### src/rtl/proc_pkg.sv
// Types shared by the fetch unit and its op buffer.
package proc_pkg;
  localparam int WORD_W  = 32;
  localparam int IMM_BIT = 31;

  typedef enum logic [1:0] {
    FETCH_OP  = 2'd0,
    FETCH_IMM = 2'd1,
    DRAIN     = 2'd2
  } fetch_state_t;

  typedef struct packed {
    logic [WORD_W-1:0] op;
    logic [WORD_W-1:0] imm32;
    logic [WORD_W-1:0] pc;
  } op_entry_t;

  function automatic logic has_imm(input logic [WORD_W-1:0] word);
    return word[IMM_BIT];
  endfunction
endpackage

### src/rtl/op_fifo.sv
// Synchronous FIFO of fetched op entries; the head entry is read straight from storage.
module op_fifo
  import proc_pkg::*;
#(
  parameter int DEPTH = 4
) (
  input  logic                     clk,
  input  logic                     rst_n,
  input  logic                     push,
  input  logic                     pop,
  input  logic                     flush,
  input  op_entry_t                wdata,
  output op_entry_t                rdata,
  output logic                     full,
  output logic                     empty,
  output logic [$clog2(DEPTH):0]   count
);
  localparam int AW = $clog2(DEPTH);

  op_entry_t      r_mem [DEPTH];
  logic [AW-1:0]  r_wr_ptr;
  logic [AW-1:0]  r_rd_ptr;
  logic [AW:0]    r_count;
  logic           w_do_push;
  logic           w_do_pop;

  assign empty     = (r_count == '0);
  assign full      = (r_count == (AW+1)'(DEPTH));
  assign count     = r_count;
  assign rdata     = r_mem[r_rd_ptr];
  assign w_do_pop  = pop && !empty;
  // A full FIFO still takes a push when the head leaves the same cycle.
  assign w_do_push = push && (!full || w_do_pop);

  always_ff @(posedge clk or negedge rst_n) begin
    if (!rst_n) begin
      r_wr_ptr <= '0;
      r_rd_ptr <= '0;
      r_count  <= '0;
      for (int i = 0; i < DEPTH; i++) r_mem[i] <= '0;
    end else if (flush) begin
      r_wr_ptr <= '0;
      r_rd_ptr <= '0;
      r_count  <= '0;
    end else begin
      if (w_do_push) begin
        r_mem[r_wr_ptr] <= wdata;
        r_wr_ptr        <= r_wr_ptr + 1'b1;
      end
      if (w_do_pop) r_rd_ptr <= r_rd_ptr + 1'b1;
      if (w_do_push && !w_do_pop)      r_count <= r_count + 1'b1;
      else if (!w_do_push && w_do_pop) r_count <= r_count - 1'b1;
    end
  end
endmodule

### src/rtl/op_fetch.sv
// Instruction fetch: word reads from imem, optional trailing imm32, buffered {op, imm32, pc}
// entries to the core, with redirect flush and drain of an abandoned in-flight read.
module op_fetch
  import proc_pkg::*;
#(
  parameter logic [31:0] RESET_PC = 32'h0000_0000,
  parameter int          DEPTH    = 4
) (
  input  logic        clk,
  input  logic        rst_n,
  output logic        mem_req,
  output logic [31:0] mem_adr,
  input  logic        mem_ack,
  input  logic [31:0] mem_rdata,
  input  logic        redir_valid,
  input  logic [31:0] redir_pc,
  output logic [31:0] op,
  output logic [31:0] imm32,
  output logic [31:0] op_pc,
  output logic        op_valid,
  input  logic        op_ready,
  output logic [31:0] fetch_pc
);
  localparam int CW = $clog2(DEPTH) + 1;

  fetch_state_t   r_state;
  fetch_state_t   w_state_nxt;
  logic           r_mem_req;
  logic [31:0]    r_mem_adr;
  logic [31:0]    r_fetch_pc;
  logic [31:0]    r_op_lat;
  logic [31:0]    r_pc_lat;
  logic [31:0]    w_fetch_pc_nxt;
  logic [31:0]    w_redir_adr;
  logic           w_ack;
  logic           w_stalled;
  logic           w_push;
  logic           w_fifo_push;
  logic           w_pop;
  logic           w_latch;
  logic           w_req_nxt;
  logic [31:0]    w_adr_nxt;
  logic           w_full;
  logic           w_empty;
  logic [CW-1:0]  w_count;
  logic [CW-1:0]  w_count_nxt;
  op_entry_t      w_push_data;
  op_entry_t      w_head;

  assign w_ack       = r_mem_req && mem_ack;
  assign w_stalled   = r_mem_req && !mem_ack;
  assign w_redir_adr = redir_pc & ~32'h3;
  assign w_pop       = !w_empty && op_ready;
  assign w_fifo_push = w_push && (!w_full || w_pop);

  always_comb begin
    w_state_nxt    = r_state;
    w_fetch_pc_nxt = r_fetch_pc;
    w_push         = 1'b0;
    w_latch        = 1'b0;
    w_push_data    = '{op: mem_rdata, imm32: '0, pc: r_mem_adr};
    if (redir_valid) begin
      w_fetch_pc_nxt = w_redir_adr;
      w_state_nxt    = w_stalled ? DRAIN : FETCH_OP;
    end else begin
      unique case (r_state)
        FETCH_OP: if (w_ack) begin
          w_fetch_pc_nxt = r_fetch_pc + 32'd4;
          if (has_imm(mem_rdata)) begin
            w_latch     = 1'b1;
            w_state_nxt = FETCH_IMM;
          end else begin
            w_push = 1'b1;
          end
        end
        FETCH_IMM: if (w_ack) begin
          w_fetch_pc_nxt = r_fetch_pc + 32'd4;
          w_push         = 1'b1;
          w_push_data    = '{op: r_op_lat, imm32: mem_rdata, pc: r_pc_lat};
          w_state_nxt    = FETCH_OP;
        end
        DRAIN: if (w_ack) w_state_nxt = FETCH_OP;
        default: w_state_nxt = FETCH_OP;
      endcase
    end
  end

  always_comb begin
    w_count_nxt = w_count;
    if (redir_valid)                  w_count_nxt = '0;
    else if (w_fifo_push && !w_pop)   w_count_nxt = w_count + 1'b1;
    else if (!w_fifo_push && w_pop)   w_count_nxt = w_count - 1'b1;
  end

  // An unacked request is held as-is, whether it is live or being drained.
  always_comb begin
    w_req_nxt = r_mem_req;
    w_adr_nxt = r_mem_adr;
    if (!w_stalled) begin
      w_adr_nxt = w_fetch_pc_nxt;
      unique case (w_state_nxt)
        FETCH_IMM: w_req_nxt = 1'b1;
        FETCH_OP:  w_req_nxt = (w_count_nxt < CW'(DEPTH));
        default:   w_req_nxt = 1'b0;
      endcase
    end
  end

  always_ff @(posedge clk or negedge rst_n) begin
    if (!rst_n) begin
      r_state    <= FETCH_OP;
      r_mem_req  <= 1'b0;
      r_mem_adr  <= RESET_PC;
      r_fetch_pc <= RESET_PC;
      r_op_lat   <= '0;
      r_pc_lat   <= '0;
    end else begin
      r_state    <= w_state_nxt;
      r_mem_req  <= w_req_nxt;
      r_mem_adr  <= w_adr_nxt;
      r_fetch_pc <= w_fetch_pc_nxt;
      if (w_latch) begin
        r_op_lat <= mem_rdata;
        r_pc_lat <= r_mem_adr;
      end
    end
  end

  op_fifo #(.DEPTH(DEPTH)) u_fifo (
    .clk   (clk),
    .rst_n (rst_n),
    .push  (w_fifo_push),
    .pop   (w_pop),
    .flush (redir_valid),
    .wdata (w_push_data),
    .rdata (w_head),
    .full  (w_full),
    .empty (w_empty),
    .count (w_count)
  );

  assign mem_req  = r_mem_req;
  assign mem_adr  = r_mem_adr;
  assign fetch_pc = r_fetch_pc;
  assign op_valid = !w_empty;
  assign op       = w_head.op;
  assign imm32    = w_head.imm32;
  assign op_pc    = w_head.pc;
endmodule

### config.mk
export PLATFORM = sky130hd
export DESIGN_NAME = op_fetch
export DESIGN_NICKNAME = d
export VERILOG_FILES = /design/src/rtl/proc_pkg.sv /design/src/rtl/op_fifo.sv /design/src/rtl/op_fetch.sv
export SDC_FILE = /design/constraint.sdc
export NUM_CORES = 1
export LEC_CHECK = 0
export CAP_MARGIN = 0
export CORE_AREA = 4 4 308 310
export CTS_CLUSTER_SIZE = 10
export DETAILED_ROUTE_END_ITERATION = 8
export DIE_AREA = 0 0 312 314
export SLEW_MARGIN = 25
export SYNTH_ARGS = -nofsm -noshare
export SYNTH_HDL_FRONTEND = slang
export SYNTH_SLANG_ARGS = --single-unit
### constraint.sdc
create_clock -name clk -period 2 [get_ports clk]
set_input_delay 0.2 -clock clk [delete_from_list [all_inputs] [get_ports clk]]
set_output_delay 0.2 -clock clk [all_outputs]
set_load 0.05 [all_outputs]
==> results by stage, run 1 <==
Run status:
- The flow ran to the end, but the final reports show violations.
- The checks that failed: setup timing.

Finish:
- In the final layout, the share of cells above drive strength 1 is 0.3571.
- The area growth from synthesis to layout is 43.69%.
- Excluding fillers, the count of instances in the completed layout stands at 3604.
- The commonest non-fill, non-tap cell in the layout is sky130_fd_sc_hd__dfrtp_1.
- The number of nets in the layout is 2479.
- Registers take 13100 sq um.
- The final core utilization is 0.3587.
- Leaving out fill and tap cells, the most frequent cells in the layout are sky130_fd_sc_hd__dfrtp_1 (499), sky130_fd_sc_hd__nand2_1 (344), sky130_fd_sc_hd__o21ai_1 (222).
- The number of fill cells in the layout is 8982.
- The area of the multi-input gates is 10050 sq um.

Routing:
- The routed design has 85.45 mm of wire.
- The residual antenna-violating net count after detailed routing is 0.
- The average wire per cell in the routed design is 23.71 microns.
- The first detailed-routing pass took 5 iterations.
- Summing over every cut layer, the via total after detailed routing is 17970.
- The initial detailed-routing violation count is 1576.
- The per-cell via count in the routed design is 4.985.
- The total DRC errors in the routed layout is 0.

STA:
- The slew at the pin with the worst max-slew slack is 583.3 ps.
- The worst hold slack across all endpoints is 150.2 ps.
- Setup violations remaining at the end of the flow were counted as 368.
- Dividing the final minimum period by the clock period gives 1.220.
- The clock arrives with 32.90 ps of skew.
- Setup repair after global routing could not meet its margin everywhere.
- In the post-route analysis, the smallest setup slack over all paths is -440.8 ps.
- The final max-slew violation count is 0.
- The shortest clock period the worst path allows after layout is 2441 ps.
- The maximum achievable frequency is 409.7 MHz.
- In this run the tightest slew margin relative to its limit is 0.6092.
- The final count of hold timing violations is 0.

Yosys:
- The count of different cell masters after synthesis is 56.
- The number of synthesis warnings is 0.
- After synthesis the cells add up to 22880 sq um.
- The sequential-to-total area share from yosys stat is 0.5709.
- In this run, synthesis inferred 0 flip-flops with an integrated enable.
- When the netlist entered floorplanning its net count stood at 2062.
- The async set or reset register ratio after synthesis is 1.000.
- The gate count of the mapped netlist is 1982.
- A synthesized cell averages 11.54 sq um.
- The flop and latch count out of synthesis is 522.
- The most used flip-flop cell after synthesis is sky130_fd_sc_hd__dfrtp_1.

Global route:
- The layer flagged by global routing as most heavily used is met2.
- The total overflow left after global routing is 0.
- The via count of the first global-routing pass was 16810.
- The routing usage on met2 is 0.2253.
- For met1 alone, demand over resource in global routing was 0.1926.
- The initial antenna violation count is 1.
- In the global route stage, overall resource usage came out at 0.1397.
- For met3 alone, demand over resource in global routing was 0.03667.
- The maximum number of pins on one net before global-route repair is 79.
- The wire length of the first global-routing pass is 106.7 mm.

Placed design:
- The number of cells in the design after placement is 3409.
- The last weighted congestion value of the routability-driven placer is 0.8164.
- Prior to clock tree synthesis, the placed netlist has a worst setup slack of -183.5 ps.
- The placed wire-length estimate after detailed placement is 46.13 mm.
- The number of port buffers is 228.

Clocking:
- After clock tree synthesis, the clock-pin slew on the worst setup and hold paths is 60 ps.
- The TritonCTS clock tree is done.
- The cell at the root of the clock tree is sky130_fd_sc_hd__clkbuf_16.
- For the worst-skew pair, the clock arrives at the later sink with an insertion delay of 630 ps.
- The longest clock path from root to sink contains 3 buffers.
- The H-tree depth is 2.
- Clock tree synthesis found a total of 522 sinks.
- The number of buffers created by CTS is 59.

Power:
- VDD sags by at most 0.6951 mV.
- The design draws 38.68 mW.
- Summed over all cells, the static leakage comes to 14.55 nW.
- For this design the ratio of total power to cell area is 1176 nW/um^2.

Floorplanning:
- For this configuration, the core starts out at a cell density of 0.2496.
- The core region is 91660 sq um.
- The die boundary width is 312 microns.
- The floorplan step defined a die boundary enclosing 97970 sq um.
- The die is 314 microns tall.
- During I/O placement, the number of pins put on the boundary was 231.
- After floorplanning, the core was divided into 111 placement rows.

Min path:
- In this run the worst hold path is classified as input port to asynchronous set/reset pin.

Critical path:
- The largest fanout on the critical path is 8.
- At the worst endpoint, the required time is 1800 ps.
- The category of the most critical setup path is flip-flop to output pin.
- The category of the worst setup path launch point is a flip-flop.
- STA classifies the critical path endpoint as an output pin.
- At the worst endpoint, the arrival time is 2240 ps.

Run:
- The tool flagged a number of max-cap violations equal to 0.
[cells by family after synthesis]
family / Yosys count / share of synthesized area
AND/OR/NAND/NOR: 568 / 0.1042
multiplexers: 247 / 0.1651
flip-flops: 522 / 0.5709
XOR/XNOR: 31 / 0.01187
AO/OA/AOI/OAI: 447 / 0.1060
buffers and inverters: 156 / 0.03587
adder cells (fa/ha/maj): 11 / 0.006015
[layout make-up]
| type | count | share of cell area |
|---|---|---|
| antenna | 1 | 0.00007611 |
| clock buffer | 74 | 0.04753 |
| clock inverter | 5 | 0.003501 |
| inverter | 9 | 0.001027 |
| multi-input combinational | 1304 | 0.3058 |
| sequential | 522 | 0.3983 |
| tap | 1186 | 0.04513 |
| timing repair buffer | 503 | 0.1986 |
[worst max-delay path: stages (launching register included)]
cell and delay (ps):
sky130_fd_sc_hd__dfrtp_4 480, sky130_fd_sc_hd__buf_12 210, sky130_fd_sc_hd__buf_12 160, sky130_fd_sc_hd__mux4_2 560, sky130_fd_sc_hd__buf_6 180
[power by group]
part	internal [mW]	leakage, nW	switching (mW)
logic	6.25	6.87	8.30
registers	12.8	6.86	1.44
clock network	5.56	0.813	4.35
total	24.6	14.6	14.1
[stage by stage]
stage,cell area [sq um],setup TNS (ps)
after floorplan,22940,-11.08
final,32880,-53610
after global placement,27540,-21020
after global routing,32880,-98150
after CTS,30140,-39310
after detailed placement,27540,-23670
[per-layer routing]
metal	wire, microns	part of all wire
met1	37100	0.43
met2	40230	0.47
met3	6899	0.081
met5	0	0
met4	1212	0.014
[synthesized netlist by cell type, types with 2 or more instances]
library cell                 n  area, sq um
sky130_fd_sc_hd__nor4_1      3        18.77
sky130_fd_sc_hd__o211ai_1    2        15.01
sky130_fd_sc_hd__mux4_2     96         2162
sky130_fd_sc_hd__nor3_1      2        10.01
sky130_fd_sc_hd__nand4b_1    2        17.52
sky130_fd_sc_hd__nor2_2      2        12.51
sky130_fd_sc_hd__nand2b_1    2        12.51
sky130_fd_sc_hd__buf_1       8        30.03
sky130_fd_sc_hd__o31ai_1     3        22.52
sky130_fd_sc_hd__dfrtp_1   522        13060
sky130_fd_sc_hd__ha_1       11        137.6
sky130_fd_sc_hd__nor2_1     24        90.09
sky130_fd_sc_hd__a21oi_1     8        40.04
sky130_fd_sc_hd__inv_1       9        33.78
sky130_fd_sc_hd__clkbuf_1   62        232.7
sky130_fd_sc_hd__and4_1      3        26.28
sky130_fd_sc_hd__buf_6      21        236.5
sky130_fd_sc_hd__xor2_1     10        87.58
sky130_fd_sc_hd__or2_2       2        12.51
sky130_fd_sc_hd__buf_4       2        15.01
sky130_fd_sc_hd__a221o_1    17        170.2
sky130_fd_sc_hd__and3_1     23        143.9
sky130_fd_sc_hd__o211ai_2    4        50.05
sky130_fd_sc_hd__xnor2_1    21        183.9
sky130_fd_sc_hd__nand3_1    16        80.08
sky130_fd_sc_hd__buf_2      53        265.3
sky130_fd_sc_hd__nor2b_1     4        25.02
sky130_fd_sc_hd__mux2_2     83        934.7
sky130_fd_sc_hd__or3_1       2        12.51
sky130_fd_sc_hd__nand2_1   456         1712
sky130_fd_sc_hd__nand4_1    14        87.58
sky130_fd_sc_hd__nand3b_1    2        15.01
sky130_fd_sc_hd__nor3b_1     2        15.01
sky130_fd_sc_hd__nor4_4      2        42.54
sky130_fd_sc_hd__and2_1      3        18.77
sky130_fd_sc_hd__o21ai_1   156        780.8
sky130_fd_sc_hd__mux2i_1    67        670.6
sky130_fd_sc_hd__a31oi_1     2        12.51
sky130_fd_sc_hd__o21ai_0   243         1216
sky130_fd_sc_hd__a221oi_1    2        17.52
[flip-flops by register name, indices dropped and copies added, names as in the netlist]
register,flops
r_pc_lat,32
r_op_lat,32
mem_adr,32
fetch_pc,32
u_fifo.count,3
mem_req,1
u_fifo.r_rd_ptr,2
u_fifo.r_wr_ptr,2
u_fifo.r_mem,384
r_state,2
[path summary, 6_finish.rpt]
check	startpoint	to	slack, ps	cells after the start
setup reg to reg	r_state[1]$_DFF_PN0_	u_fifo.r_mem[191]$_DFFE_PN0P_	-170	11
max in group asynchronous	rst_n	u_fifo.r_mem[239]$_DFFE_PN0P_	1080	3
hold reg to reg	u_fifo.r_mem[79]$_DFFE_PN0P_	u_fifo.r_mem[79]$_DFFE_PN0P_	470	2
hold / removal	rst_n	r_op_lat[3]$_DFFE_PN0P_	150	2
min in group clk	redir_pc[8]	fetch_pc[8]$_DFF_PN0_	190	3
setup / recovery	u_fifo.r_rd_ptr[0]$_DFFE_PN0P_	imm32[11]	-440	4
[timing repair]
| item | in CTS | in global routing |
|---|---|---|
| gates cloned | 9 | 71 |
| pin swaps | 5 | 105 |
| hold buffers | 1 | 0 |
| gates resized for setup | 204 | 425 |
| endpoints found under the hold margin | 340 | 0 |
| endpoints found under the setup margin | 472 | 401 |
| setup buffers | 22 | 14 |
No activity file was read; power rests on OpenSTA's default activity.
==> inputs of run 2 (changes only) <==
Clock period 2 ns to 3 ns, I/O delays scaled along.
==> run 2 against run 1 <==
- the flow now finishes without violations
- non-clock buffer count fell by 218
- sequential share of layout area rose by 6.5 points
- clock skew increased by 13 ps
- total power is 38% lower
- clock power decreased by 32%
- critical path type unchanged
- critical endpoint is now op_pc[0]
==> results by stage, run 2 (synthesis results as in run 1) <==
Clocking:
- The post-CTS clock slew at the launch and capture registers of the worst setup and hold paths is 60 ps.
- The clock net in this run drives a total of 522 sinks.
- The number of buffers between clock root and the deepest sink is 3.
- The root buffer cell chosen for the clock tree is sky130_fd_sc_hd__clkbuf_16.
- The clock insertion delay at the later pin of the skew report is 650 ps.
- The H-tree depth is 2.
- The number of buffers created by CTS is 61.
- The TritonCTS clock tree is done.

Critical path:
- The slowest stage of the critical path is the sky130_fd_sc_hd__mux4_2 cell.
- The most prevalent standard cell on the critical path is sky130_fd_sc_hd__buf_4.
- The slack of the worst reg-to-reg path is 590 ps.
- The start of the worst register-to-register path is r_state[0]$_DFF_PN0_.
- The destination of the worst register-to-register timing path is u_fifo.r_mem[280]$_DFFE_PN0P_.
- The category of the most critical setup path is flip-flop to output pin.
- Together, buffers and inverters on the worst path number 3.
- Along the worst path, the maximum fanout reaches 26.
- STA puts the critical path data required time at 2700 ps.
- STA classifies the critical path endpoint as an output pin.
- Broken down by cell family, the worst path's largest delay share belongs to buffers and inverters.
- The arrival time reported for the critical path endpoint is 2520 ps.
- The signal on the critical path passes through buf_12 -> buf_4 -> mux4_2 -> buf_4.
- The delay of the slowest critical-path stage is 580 ps.
- The number of cells on the worst reg-to-reg path is 9.
- STA classifies the critical path startpoint as a flip-flop.

Routing:
- The number of iterations in the first detailed-routing pass is 5.
- The total DRC errors in the routed layout is 0.
- The residual antenna-violating net count after detailed routing is 0.
- After detailed routing, the average wire length per cell comes to 19.02 microns.
- For this block, the initial DRC count from the detailed router was 960.
- The final layout contains routed wiring with a total length of 64.47 mm.
- Using the TritonRoute via totals, the vias-per-cell ratio works out to 4.606.
- Detailed routing inserted a total of 15620 vias.

STA:
- The final count of hold timing violations is 0.
- Setup violations remaining at the end of the flow were counted as 0.
- The setup total negative slack is 0 ps.
- The final max-slew violation count is 0.
- At the pin with the least slew margin, the transition time is 744.0 ps.
- The relative slew slack is 0.5040.
- In the finished design, the share of the clock period the worst path needs comes to 0.9415.
- Based on the critical path, the design can be clocked at up to 354.0 MHz.
- Clock skew on the completed layout was measured at 46.26 ps.
- The smallest clock period supported by the final layout is computed as 2825 ps.
- The worst hold slack across all endpoints is 217.0 ps.
- Setup repair after global routing left no endpoint under its margin.

Finish:
- The top cell types in the final layout, fill and taps aside, are sky130_fd_sc_hd__dfrtp_1 (520), sky130_fd_sc_hd__nand2_1 (456), sky130_fd_sc_hd__o21ai_0 (243).
- The number of flip-flops in the largest register is 384.
- The final antenna diode count is 0.
- The final non-filler cell total is 3390.
- The register name with the most flops is u_fifo.r_mem.
- The share of final-layout standard cells stronger than drive strength 1 is 0.1611.
- From synthesis to final layout, the design area changed by 23.30%.
- The number of nets in the layout is 2263.
- Leaving out fill and tap cells, the most frequent cell in the layout is sky130_fd_sc_hd__dfrtp_1.

Power:
- The share of total power dissipated in the clock network is 0.281.
- The net switching power of the design is 8.714 mW.
- For this design the static power due to leakage is 12.42 nW.
- The total power divided by cell area is 844.3 nW/um^2.
- The design internal power is 15.11 mW.
- The design draws 23.82 mW.
- The sequential share of power is 0.397.
- Of the total power, the share spent switching nets is 0.3658.
- The share of total power dissipated in combinational logic is 0.323.
- VDD sags by at most 0.5101 mV.

Floorplanning:
- The floorplan step defined a die boundary enclosing 97970 sq um.
- The die boundary width is 312 microns.
- Row generation in the floorplan step produced 111 rows.
- The number of primary I/O pins is 231.
- The standard cell core area is 91660 sq um.
- The vertical extent of the die is 314 microns.
- The initial utilization of the core area, before any placement, comes to 0.2496.

Global route:
- The initial antenna violation count came to 4.
- Across every metal layer, demand over resource in global routing totals 0.1307.
- The first global-routing pass estimated 100.6 mm of wire.
- The via count of the first global-routing pass is 16090.
- The maximum number of pins on one net before global-route repair is 153.
- After global routing the overflow that remains totals 0.

Run status:
- The run finished with clean final reports.

Min path:
- In this run the worst hold path is classified as input port to asynchronous set/reset pin.

Placed design:
- The HPWL after detailed placement is 43.47 mm.
- The number of port buffers is 228.
- Counting tap cells, the placed design contains a total of 3305 instances.
- The last weighted congestion value of the routability-driven placer is 0.7826.

Run:
- The reported max-cap violation count is 0.
## run 2: cell types whose count changed in the layout (fill, tap and decap cells not counted), moves of 41 or more
cell | before | now
sky130_fd_sc_hd__nand2_2 | 63 | 0
sky130_fd_sc_hd__o21ai_2 | 59 | 1
sky130_fd_sc_hd__buf_12 | 64 | 23
sky130_fd_sc_hd__o21ai_1 | 222 | 156
sky130_fd_sc_hd__buf_4 | 125 | 64
sky130_fd_sc_hd__nand2_4 | 49 | 1
sky130_fd_sc_hd__clkdlybuf4s50_1 | 65 | 131
sky130_fd_sc_hd__clkbuf_16 | 105 | 61
sky130_fd_sc_hd__buf_6 | 102 | 0
sky130_fd_sc_hd__nand2_1 | 344 | 456
sky130_fd_sc_hd__o21ai_0 | 119 | 243
## run 2: worst max path at each step
stage / start / slack, ps / to / cells after the start
after floorplan: mem_req$_DFFE_PN0N_ / 740 / mem_adr[16]$_DFFE_PN0N_ / 6
after CTS: u_fifo.r_rd_ptr[1]$_DFFE_PN0P_ / 0.3 / op[31] / 3
final: u_fifo.r_rd_ptr[0]$_DFFE_PN0P_ / 180 / op_pc[0] / 4
after global routing: u_fifo.r_rd_ptr[0]$_DFFE_PN0P_ / 30 / op_pc[0] / 4
after global placement: mem_ack / 400 / u_fifo.r_mem[255]$_DFFE_PN0P_ / 7
after detailed placement: mem_ack / 380 / u_fifo.r_mem[244]$_DFFE_PN0P_ / 8
## run 2: worst reg2reg max path, cell delays in order (launching register included)
cell	delay, ps
sky130_fd_sc_hd__dfrtp_1	400
sky130_fd_sc_hd__inv_1	60
sky130_fd_sc_hd__ha_1	300
sky130_fd_sc_hd__nor2b_1	200
sky130_fd_sc_hd__o21a_1	170
sky130_fd_sc_hd__buf_4	190
sky130_fd_sc_hd__o211ai_4	120
sky130_fd_sc_hd__buf_12	530
sky130_fd_sc_hd__nand2_1	260
sky130_fd_sc_hd__o21ai_1	100
## run 2: cell type report
type / instances / area (sq um)
Fill cell: 9431 / 63450
Multi-Input combinational cell: 1304 / 9046
Clock inverter: 9 / 140.1
Tap cell: 1186 / 1484
Timing Repair Buffer: 285 / 2850
Clock buffer: 75 / 1589
Inverter: 9 / 33.78
Sequential cell: 522 / 13070
## run 2: metrics by stage
stage	setup slack (ps)	util	cell area [sq um]
6_report	175.4	0.3078	28210
5_1_grt	27.94	0.3078	28210
4_1_cts	0.2742	0.3078	28210
3_5_place_dp	379.2	0.2897	26550
3_3_place_gp	395.1	0.2897	26550
2_1_floorplan	743.3	-	22880
## run 2: power groups by stage
stage / combinational (mW) / sequential, mW / clock, mW
2_1_floorplan: 5.05 / 9.66 / 0
6_report: 7.69 / 9.45 / 6.69
4_1_cts: 7.86 / 9.46 / 6.87
3_3_place_gp: 8.05 / 9.52 / 0
5_1_grt: 8.28 / 9.64 / 7.15
3_5_place_dp: 8.11 / 9.57 / 0
## run 2: metal layers
metal | track usage | vias up | part of all wire
met5 | 0 | - | 0.00098
met4 | 0.02794 | 8 | 0.020
met3 | 0.03370 | 94 | 0.061
met2 | 0.2052 | 380 | 0.45
met1 | 0.1830 | 7785 | 0.46
li1 | - | 7348 | -
## run 2: repair_timing
item                                    CTS  global route
endpoints found under the hold margin    55             0
endpoints found under the setup margin   64             1
gates resized for setup                  64             1
setup buffers                             0             0
hold buffers                              1             0
==> inputs of run 3 (changes only) <==
Settings changed: CORE_AREA 4 4 308 310 to 4 4 242 244, DIE_AREA 0 0 312 314 to 0 0 246 248, MAX_ROUTING_LAYER set to met4, SLEW_MARGIN 25 to 15.
==> run 3 against run 2 <==
- non-clock buffer count is 3 higher
- die area is 38% lower
- critical path type unchanged
- total power is 1.1% lower
- first-iteration DRC count is 13% lower
- count of clock-buffer cells in the layout is 5 lower
- design area is 2.0% lower
- core utilization is 18 points higher
- wire length is 4.8% lower
- sequential cell count stayed put
- sequential power hardly changed
- cell count is 13% lower
- register-to-register slack worse by 200 ps
==> results by stage, run 3 (synthesis results as in run 1) <==
Critical path:
- The slack of the worst reg-to-reg path is 390 ps.
- The cell family with the largest share of critical-path delay is buffers and inverters.
- In this run the worst path has a maximum fanout of 32.
- The most numerous cell type found on the critical path is sky130_fd_sc_hd__buf_4.
- By startpoint and endpoint, the worst setup path is classified as flip-flop to output pin.
- The buffers plus inverters on the worst setup path is 3.
- In this design, the stage delay of the slowest critical-path cell is 570 ps.
- The number of cells on the worst reg-to-reg path is 7.
- The arrival time reported for the critical path endpoint is 2510 ps.
- For this design, the slowest cell found on the critical path is sky130_fd_sc_hd__mux4_2.
- The critical path starts at u_fifo.r_rd_ptr[0]$_DFFE_PN0P_.
- The category of the worst setup path launch point is a flip-flop.
- The nature of the critical path endpoint is an output pin.
- The destination of the worst register-to-register timing path is u_fifo.r_mem[254]$_DFFE_PN0P_.
- In this run the critical register-to-register path is launched from u_fifo.count[1]$_DFFE_PN0P_.
- Walking the worst path, the cells encountered are buf_12 -> buf_4 -> mux4_2 -> buf_4.
- In this run the number of cells on the critical path is 4.
- The endpoint of the worst setup timing path is op[27].
- At the worst endpoint, the required time is 2700 ps.

Power:
- Internal power comes to 15.05 mW.
- The share of total power dissipated in the clock network is 0.271.
- Overall power consumption after layout is estimated at 23.56 mW.
- The leakage dissipation is 12.36 nW.
- The worst IR drop on VDD is 0.4403 mV.
- The total power divided by cell area is 852.0 nW/um^2.
- The part of the power in combinational logic is 0.327.
- The proportion of total power due to net switching is 0.3614.
- The share of total power dissipated in sequential elements is 0.402.
- The net switching power of the design is 8.514 mW.

Clocking:
- The H-tree generated during clock tree synthesis spans 2 levels.
- Buffers inserted during clock tree synthesis total 59.
- The clock insertion delay at the later pin of the skew report is 610 ps.
- TritonCTS built the clock tree.
- The clock drives 522 sinks.
- The post-CTS clock slew at the launch and capture registers of the worst setup and hold paths is 60 ps.
- The cell at the root of the clock tree is sky130_fd_sc_hd__clkbuf_16.
- The longest clock path from root to sink contains 3 buffers.

STA:
- At the pin with the least slew margin, the transition time is 1108 ps.
- Timing would allow up to 355.7 MHz.
- The clock arrives with 18.94 ps of skew.
- The relative slew slack is 0.2581.
- The final count of hold timing violations is 0.
- Setup repair after global routing left no endpoint under its margin.
- The final critical-path share of the clock period is 0.9372.
- Setup total negative slack on the finished layout was measured at 0 ps.
- The final max-slew violation count is 0.
- Setup violations remaining at the end of the flow were counted as 0.
- The shortest clock period the worst path allows after layout is 2812 ps.

Global route:
- The via count of the first global-routing pass was 16700.
- The first global-routing pass estimated 97.02 mm of wire.
- In the global route stage, overall resource usage came out at 0.2093.
- The initial antenna violation count is 2.
- Entering global routing, the biggest net connects 103 pins.
- The aggregate global routing overflow is 0.

Floorplanning:
- The vertical extent of the die is 248 microns.
- The region available for standard cell placement spans 56280 sq um.
- The die boundary width is 246 microns.
- For this configuration, the core starts out at a cell density of 0.4066.
- The overall die area is 61010 sq um.
- In this run the count of I/O pins placed on the die edge is 231.
- The placement row count is 87.

Routing:
- In this run the remaining antenna-violating nets after routing total 0.
- The per-cell via count in the routed design is 5.334.
- The routed metal-1 wire length is 26.93 mm.
- The total wire length after detailed routing is 61.38 mm.
- After detailed routing, the number of remaining DRC violations is 0.
- After detailed routing, the met2 layer carries 29.33 mm of wire.
- The highest routing layer actually used is met4.
- After detailed routing, the average wire length per cell comes to 20.77 microns.
- The initial detailed-routing violation count is 831.
- The first detailed-routing pass took 5 iterations.
- The wire length on met3 is 3.610 mm.
- The via count is 15760.

Run:
- The reported max-cap violation count is 0.

Finish:
- The register name with the most flops is u_fifo.r_mem.
- For this run, the share of the core covered by cells in the final layout is 0.4914.
- The share of final-layout standard cells stronger than drive strength 1 is 0.1780.
- In the layout the commonest cells are sky130_fd_sc_hd__dfrtp_1 (520), sky130_fd_sc_hd__nand2_1 (456), sky130_fd_sc_hd__o21ai_0 (243).
- The register with the most flip-flops in the layout has 384 of them.
- For this run, the post-layout net count is 2264.
- The commonest non-fill, non-tap cell in the layout is sky130_fd_sc_hd__dfrtp_1.
- The area growth from synthesis to layout is 20.85%.

Run status:
- The flow ran to the end, and the final reports show no timing, DRC or antenna violations.

Min path:
- The path class of the tightest hold or removal check is input port to asynchronous set/reset pin.

Placed design:
- The number of port buffers is 228.
- Once detailed placement completed, the half-perimeter wirelength came to 40.67 mm.
- Routability-driven placement finished with a final weighted congestion of 0.8528.
run 3: worst reg2reg max path: cells and delay by family (launching register included):
family	cells	cell delay (ps)
AOI/OAI and AO/OA	2	1030
adders and majority gates	1	280
buffers and inverters	2	420
DFF	1	420
and+or+nand+nor	2	380
run 3: through the flow:
stage | area [sq um] | hold WS, ps | instances | worst slack (ps)
after floorplan | 22880 | 4.409 | 1982 | 743.3
after global placement | 26000 | 372.4 | 2877 | 374.9
after detailed placement | 26000 | 376.5 | 2877 | 343.0
after CTS | 27650 | 287.8 | 2953 | 114.0
after global routing | 27650 | 310.5 | 2955 | 53.44
final | 27650 | 325.1 | 2955 | 188.4
run 3: power by group through the flow:
stage          sequential [mW]  clock (mW)  combinational (mW)
2_1_floorplan             9.66           0                5.05
3_3_place_gp              9.50           0                7.89
3_5_place_dp              9.58           0                7.98
4_1_cts                   9.46        6.59                7.85
5_1_grt                   9.65        6.87                8.25
6_report                  9.46        6.39                7.70
run 3: what timing repair did:
item                       in CTS  in global routing
buffers inserted                1                  0
hold buffers                    1                  0
hold endpoints to repair       67                  0
setup endpoints to repair      28                  0
gates resized for setup        27                  0
run 3: routing by layer:
metal | up-vias | track usage
met1 | 7931 | 0.2766
met4 | 0 | 0.05573
met3 | 81 | 0.04376
met2 | 390 | 0.3331
met5 | - | -
li1 | 7361 | -
run 3: final cells by class:
cell class	count	area (sq um)
inverter	9	33.78
sequential	522	13070
tap	756	945.9
clock buffer	70	1559
antenna	2	5.005
clock inverter	4	85.08
multi-input combinational	1304	9047
timing repair buffer	288	2907
fill	5062	28630
run 3: how the worst min path moves through the flow:
| stage | slack (ps) | to | cells after the start |
|---|---|---|---|
| after global routing | 310 | fetch_pc[5]$_DFF_PN0_ | 3 |
| after CTS | 290 | fetch_pc[10]$_DFF_PN0_ | 3 |
| after global placement | 370 | u_fifo.r_mem[277]$_DFFE_PN0P_ | 1 |
| after floorplan | 4 | fetch_pc[0]$_DFF_PN0_ | 0 |
| final | 330 | u_fifo.r_mem[277]$_DFFE_PN0P_ | 2 |
| after detailed placement | 380 | u_fifo.r_mem[277]$_DFFE_PN0P_ | 1 |
